**src/rtl/cpu_types_pkg.sv**
```systemverilog
// Shared CPU types: instruction-cache FSM states, default frame layout
// and a word-alignment helper.
package cpu_types_pkg;

  localparam int unsigned ICACHE_IDX_W = 4;
  localparam int unsigned ICACHE_TAG_W = 26;

  typedef enum logic {
    IDLE  = 1'b0,
    FETCH = 1'b1
  } icache_state_t;

  typedef struct packed {
    logic                    valid;
    logic [ICACHE_TAG_W-1:0] tag;
    logic [31:0]             data;
  } icache_frame_t;

  function automatic logic [31:0] word_align(input logic [31:0] addr);
    return {addr[31:2], 2'b00};
  endfunction

endpackage

```
**src/rtl/icache_if.sv**
```systemverilog
// Fetch-side datapath signals plus the instruction half of the memory bus.
interface icache_if;
  logic        imemREN;
  logic [31:0] imemaddr;
  logic        ihit;
  logic [31:0] imemload;
  logic        iREN;
  logic [31:0] iaddr;
  logic        iwait;
  logic [31:0] iload;

  modport slave (
    input  imemREN, imemaddr, iwait, iload,
    output ihit, imemload, iREN, iaddr
  );

  modport master (
    output imemREN, imemaddr, iwait, iload,
    input  ihit, imemload, iREN, iaddr
  );
endinterface

```
**src/rtl/icache_ctrl.sv**
```systemverilog
// Miss-handling FSM: latches the missing word address, drives the memory
// read and emits a one-cycle fill strobe when memory data arrives.
module icache_ctrl
  import cpu_types_pkg::*;
(
  input  logic        CLK,
  input  logic        nRST,
  input  logic        req,
  input  logic        lookup_hit,
  input  logic [31:0] req_addr,
  input  logic        iwait,
  output logic        iREN,
  output logic [31:0] iaddr,
  output logic        fill,
  output logic        idle,
  output logic [29:0] fill_word
);

  icache_state_t state, next_state;
  logic [31:0]   miss_addr;
  logic          capture;

  always_ff @(posedge CLK or negedge nRST) begin
    if (!nRST) begin
      state     <= IDLE;
      miss_addr <= '0;
    end else begin
      state <= next_state;
      if (capture) miss_addr <= word_align(req_addr);
    end
  end

  always_comb begin
    next_state = state;
    unique case (state)
      IDLE:    if (req && !lookup_hit) next_state = FETCH;
      FETCH:   if (!iwait) next_state = IDLE;
      default: next_state = IDLE;
    endcase
  end

  // Redirects during FETCH are ignored: the fill always targets miss_addr.
  always_comb begin
    iREN    = 1'b0;
    fill    = 1'b0;
    capture = 1'b0;
    idle    = 1'b0;
    unique case (state)
      IDLE: begin
        idle    = 1'b1;
        capture = req && !lookup_hit;
      end
      FETCH: begin
        iREN = 1'b1;
        fill = !iwait;
      end
      default: ;
    endcase
  end

  assign iaddr     = miss_addr;
  assign fill_word = miss_addr[31:2];

endmodule

```
**src/rtl/icache.sv**
```systemverilog
// Direct-mapped, one-word-block instruction cache. Define ICACHE_STATS_EN
// to add the hit_cnt / miss_cnt statistics outputs.
module icache
  import cpu_types_pkg::*;
#(
  parameter int unsigned NSETS = 16
) (
  input  logic        CLK,
  input  logic        nRST,
  icache_if.slave     bus
`ifdef ICACHE_STATS_EN
  ,
  output logic [31:0] hit_cnt,
  output logic [31:0] miss_cnt
`endif
);

  localparam int unsigned IDX_W = $clog2(NSETS);
  localparam int unsigned TAG_W = 30 - IDX_W;

  typedef struct packed {
    logic             valid;
    logic [TAG_W-1:0] tag;
    logic [31:0]      data;
  } frame_t;

  frame_t           frames [NSETS];
  frame_t           req_frame;
  logic [IDX_W-1:0] req_idx, fill_idx;
  logic [TAG_W-1:0] req_tag, fill_tag;
  logic [29:0]      fill_word;
  logic             lookup_hit, ihit, fill, idle;

  assign req_idx   = bus.imemaddr[IDX_W+1:2];
  assign req_tag   = bus.imemaddr[31:IDX_W+2];
  assign fill_idx  = fill_word[IDX_W-1:0];
  assign fill_tag  = fill_word[29:IDX_W];
  assign req_frame = frames[req_idx];

  assign lookup_hit = bus.imemREN && req_frame.valid && (req_frame.tag == req_tag);
  // A lookup that matches while a fill is outstanding is still reported as a miss.
  assign ihit         = lookup_hit && idle;
  assign bus.ihit     = ihit;
  assign bus.imemload = ihit ? req_frame.data : '0;

  icache_ctrl u_ctrl (
    .CLK        (CLK),
    .nRST       (nRST),
    .req        (bus.imemREN),
    .lookup_hit (lookup_hit),
    .req_addr   (bus.imemaddr),
    .iwait      (bus.iwait),
    .iREN       (bus.iREN),
    .iaddr      (bus.iaddr),
    .fill       (fill),
    .idle       (idle),
    .fill_word  (fill_word)
  );

  always_ff @(posedge CLK or negedge nRST) begin
    if (!nRST) begin
      for (int unsigned i = 0; i < NSETS; i++) frames[i] <= '0;
    end else if (fill) begin
      frames[fill_idx] <= '{valid: 1'b1, tag: fill_tag, data: bus.iload};
    end
  end

`ifdef ICACHE_STATS_EN
  always_ff @(posedge CLK or negedge nRST) begin
    if (!nRST) begin
      hit_cnt  <= '0;
      miss_cnt <= '0;
    end else begin
      if (ihit) hit_cnt  <= hit_cnt + 32'd1;
      if (fill) miss_cnt <= miss_cnt + 32'd1;
    end
  end
`endif

endmodule

```
**src/flat_wrapper.sv**
```systemverilog
// flat-port wrapper written by rule: the top's interface ports become plain ports
module icache_flat import cpu_types_pkg::*;
#(
  parameter int unsigned NSETS = 16
)
  (CLK, nRST, bus_imemREN, bus_imemaddr, bus_iwait, bus_iload, bus_ihit, bus_imemload, bus_iREN, bus_iaddr);
  icache_if bus_i ();
  input  logic CLK;
  input  logic nRST;
  input wire logic [$bits(bus_i.imemREN)-1:0] bus_imemREN;
  input wire logic [$bits(bus_i.imemaddr)-1:0] bus_imemaddr;
  input wire logic [$bits(bus_i.iwait)-1:0] bus_iwait;
  input wire logic [$bits(bus_i.iload)-1:0] bus_iload;
  output wire logic [$bits(bus_i.ihit)-1:0] bus_ihit;
  output wire logic [$bits(bus_i.imemload)-1:0] bus_imemload;
  output wire logic [$bits(bus_i.iREN)-1:0] bus_iREN;
  output wire logic [$bits(bus_i.iaddr)-1:0] bus_iaddr;
  assign bus_i.imemREN = bus_imemREN;
  assign bus_i.imemaddr = bus_imemaddr;
  assign bus_i.iwait = bus_iwait;
  assign bus_i.iload = bus_iload;
  assign bus_ihit = bus_i.ihit;
  assign bus_imemload = bus_i.imemload;
  assign bus_iREN = bus_i.iREN;
  assign bus_iaddr = bus_i.iaddr;
  icache #(.NSETS(NSETS)) u_core (.CLK(CLK), .nRST(nRST), .bus(bus_i));
endmodule
```
**config.mk**
```make
export PLATFORM = sky130hd
export DESIGN_NAME = icache_flat
export DESIGN_NICKNAME = d
export VERILOG_FILES = /design/src/rtl/cpu_types_pkg.sv /design/src/rtl/icache_if.sv /design/src/rtl/icache_ctrl.sv /design/src/rtl/icache.sv /design/src/flat_wrapper.sv
export SDC_FILE = /design/constraint.sdc
export NUM_CORES = 1
export LEC_CHECK = 0
export ABC_AREA = 1
export BUFFER_PORTS_ARGS = -buffer_cell sky130_fd_sc_hd__buf_2
export CAP_MARGIN = 20
export CORE_ASPECT_RATIO = 1.2
export CORE_UTILIZATION = 63
export CTS_CLUSTER_DIAMETER = 150
export DETAILED_ROUTE_END_ITERATION = 7
export PLACE_DENSITY = 0.78
export SYNTH_ARGS = -nofsm -noshare
export SYNTH_HDL_FRONTEND = slang
export SYNTH_HIERARCHICAL = 1
export SYNTH_SLANG_ARGS = --single-unit
```
**constraint.sdc**
```tcl
create_clock -name CLK -period 3 [get_ports CLK]
set_clock_uncertainty 0.1 [all_clocks]
set_input_delay 0.45 -clock CLK [delete_from_list [all_inputs] [get_ports CLK]]
set_output_delay 0.45 -clock CLK [all_outputs]
set_load 0.02 [all_outputs]
```
==> impl_metrics.json <==
{
  "ant_nets": 0,
  "clk_pin_slew_ns": 0.06,
  "gp_congestion": 0.8664,
  "rows": 106,
  "slew_viol_final": 0,
  "setup_viol": 33,
  "fill_cells": 5266,
  "synth_top_cell_area_share": 0.5465,
  "cts_max_path_buffers": 3,
  "antenna_found_initial": 1,
  "die_w_um": 245.0,
  "cts.sink_count": 975,
  "status": "complete, but fails checks",
  "dieArea_mm2": 0.07194,
  "coreArea_mm2": 0.06989,
  "first_iter_violations": 4487,
  "whs_ns": 0.03311,
  "fin_crit_sh": 1.132,
  "start_util": 0.6388,
  "tritoncts": "built",
  "synth_edf_count": 0,
  "power.total_mw": 42.63,
  "gr-usage-all-layers": 0.3752,
  "route.vias.total": 39307,
  "syn_area_per_cell_um2": 8.123,
  "synth_area_leader_cell": "dfrtp_1",
  "remaining_drc_errors": 0,
  "post_dp_cell_area_mm2": 0.04663,
  "p_leak_nw": 24.16,
  "hold_depth": 3,
  "setup_ws_ns": -0.3948,
  "grt_overflow": 0,
  "ys_types": 28,
  "portBuffers": 129,
  "clk-insertion-delay-late_ns": 0.66,
  "grt_start_max_net_pins": 113,
  "r2r-end": "u_core/frames[411]",
  "critical_path_class": "register to primary output",
  "drive_above_1_share": 0.1018,
  "p_per_area_mw_per_mm2": 842.6,
  "min_period_ns": 3.395,
  "endpoint_kind": "primary output",
  "synth.area.top_cells": "dfrtp_1 55%, nand2_1 16%, o21ai_0 11%",
  "vias_per_cell": 6.114,
  "cp_data_required_time_ns": 2.45,
  "die_h_um": 293.6,
  "hold_path_end": "u_core/u_ctrl/iaddr[6]",
  "fin_tns_setup_ns": -11.64,
  "synth_seq_cells": 975,
  "grt_pass1_wl_um": 211700,
  "yosys_most_used_dff": "dfrtp_1",
  "ys_seq_area_frac": 0.5465,
  "final_area_mm2": 0.05060,
  "max_freq_mhz": 294.6,
  "crit_path_max_fanout": 8,
  "startpoint": "u_core/frames[742]",
  "reg2reg_from": "u_core/u_ctrl/state",
  "avgRoutedWirePerCell_um": 20.67,
  "rsz0062_at_grt": "yes",
  "max_slew.worst_pin.slew_ns": 1.015,
  "reg2reg_depth": 10,
  "async_flop_share": 1.000,
  "relSlewSlack": 0.3231,
  "wirelength_um": 132900,
  "drv_cap": 0,
  "syn_to_final_growth_pct": 13.33,
  "hold_start": "bus_imemaddr[6]",
  "ios": 134,
  "grt_pass1_vias": 38268,
  "layout_commonest_cell": "nand2_1",
  "regToRegSetupSlack_ns": 0.44,
  "hold_path_class": "primary input to register",
  "numCtsBuffers": 97,
  "synthesis.area_mm2": 0.04465,
  "nNetsFinal": 5509,
  "syn_inst": 5496,
  "htree_levels": 3,
  "cts-root-buf": "clkbuf_16",
  "antenna_cells": 0,
  "startpoint_type": "register",
  "violations": "negative setup slack",
  "peakVddDrop_v": 0.0005678,
  "firstDrtPassIters": 6,
  "arrival_ns": 2.84,
  "hold_violations": 0,
  "layout_common_cells": "1858 x nand2_1, 975 x dfrtp_1, 973 x o21ai_0",
  "ys_warn_count": 6,
  "place_hpwl_um": 75690
}
[critical path: stages (launching register included)]
cell	delay, ns
dfrtp_1	0.40
nand2_1	0.10
nand2_1	0.06
nand2_1	0.05
nand3_1	0.09
nand3_2	0.08
nand2_2	0.09
nand2_2	0.10
nand2_1	0.06
inv_2	0.05
nand2_2	0.05
nor2_1	0.11
nand2_1	0.08
nor2_2	0.13
nand3_2	0.10
buf_12	0.19
buf_16	0.17
nor2_4	0.12
buf_6	0.12
[final cells by class]
class / instances / area, um2 / share of cell area
clock buffers: 144 / 2875 / 0.05683
multi-input cells: 3765 / 17460 / 0.3450
clock inverters: 25 / 269.0 / 0.005317
flip-flops and latches: 975 / 24400 / 0.4822
well taps: 918 / 1149 / 0.02270
inverters: 266 / 1035 / 0.02045
repair buffers: 336 / 3415 / 0.06749
[sequential cells by signal, summed over array words and instances (netlist names)]
name                 count
u_core/frames          944
u_core/u_ctrl/iaddr     30
u_core/u_ctrl/state      1
[timing repair]
| item | in CTS | in global routing |
|---|---|---|
| endpoints found under the hold margin | 135 | 0 |
| resized for setup | 112 | 32 |
| setup endpoints to repair | 33 | 33 |
| cloned | 2 | 0 |
| setup buffers | 1 | 1 |
| pin swaps | 10 | 8 |
| hold buffers | 19 | 0 |
[cell usage after synthesis, types with 2 or more instances]
library cell,number
buf_6,17
buf_4,46
nand3_2,2
o21ai_1,10
nor2_1,140
inv_2,6
nand3b_1,6
nand4_1,30
buf_1,47
o211ai_1,22
buf_2,66
nand3_1,268
a31oi_1,8
dfrtp_1,975
nand2_1,1879
clkbuf_1,314
a221oi_1,118
o21ai_0,974
a21oi_1,240
o31ai_1,32
inv_1,259
nor2_2,31
[how the worst max path moves through the flow]
stage,endpoint,slack (ns)
2_1_floorplan,bus_imemload[31],0.23
5_1_grt,bus_imemload[27],-0.53
4_1_cts,bus_imemload[26],-0.38
3_3_place_gp,bus_imemload[14],-0.33
6_report,bus_imemload[27],-0.39
3_5_place_dp,bus_imemload[24],-0.36
[per-stage QoR]
| step | std cells | utilization | worst slack (ns) |
|---|---|---|---|
| 2_1_floorplan | 5497 | - | 0.2346 |
| 3_3_place_gp | 6236 | 0.6672 | -0.3255 |
| 3_5_place_dp | 6236 | 0.6672 | -0.3617 |
| 4_1_cts | 6427 | 0.7216 | -0.3774 |
| 5_1_grt | 6429 | 0.7239 | -0.5258 |
| 6_report | 6429 | 0.7239 | -0.3948 |
[logic make-up (layout without fill, tap and decap cells)]
group	after synthesis	count (layout)	synth area share
and+or+nand+nor	2358	2358	0.2101
AOI/OAI and AO/OA	1405	1405	0.1708
other	1	2	0.00008400
DFF	975	975	0.5465
buffers and inverters	757	771	0.07259
[metal layers]
layer,up-vias,track usage,share of wire
li1,17861,-,-
met1,18953,0.5051,0.39
met2,2128,0.5926,0.47
met3,365,0.05426,0.095
met4,0,0.2002,0.049
met5,-,0,0
[report_power, final]
group / leakage (nW) / switching (mW) / internal (mW)
logic: 9.79 / 5.68 / 3.74
clock network: 1.56 / 5.10 / 6.95
registers: 12.8 / 2.87 / 18.3
(Power assumes the default switching activity.)
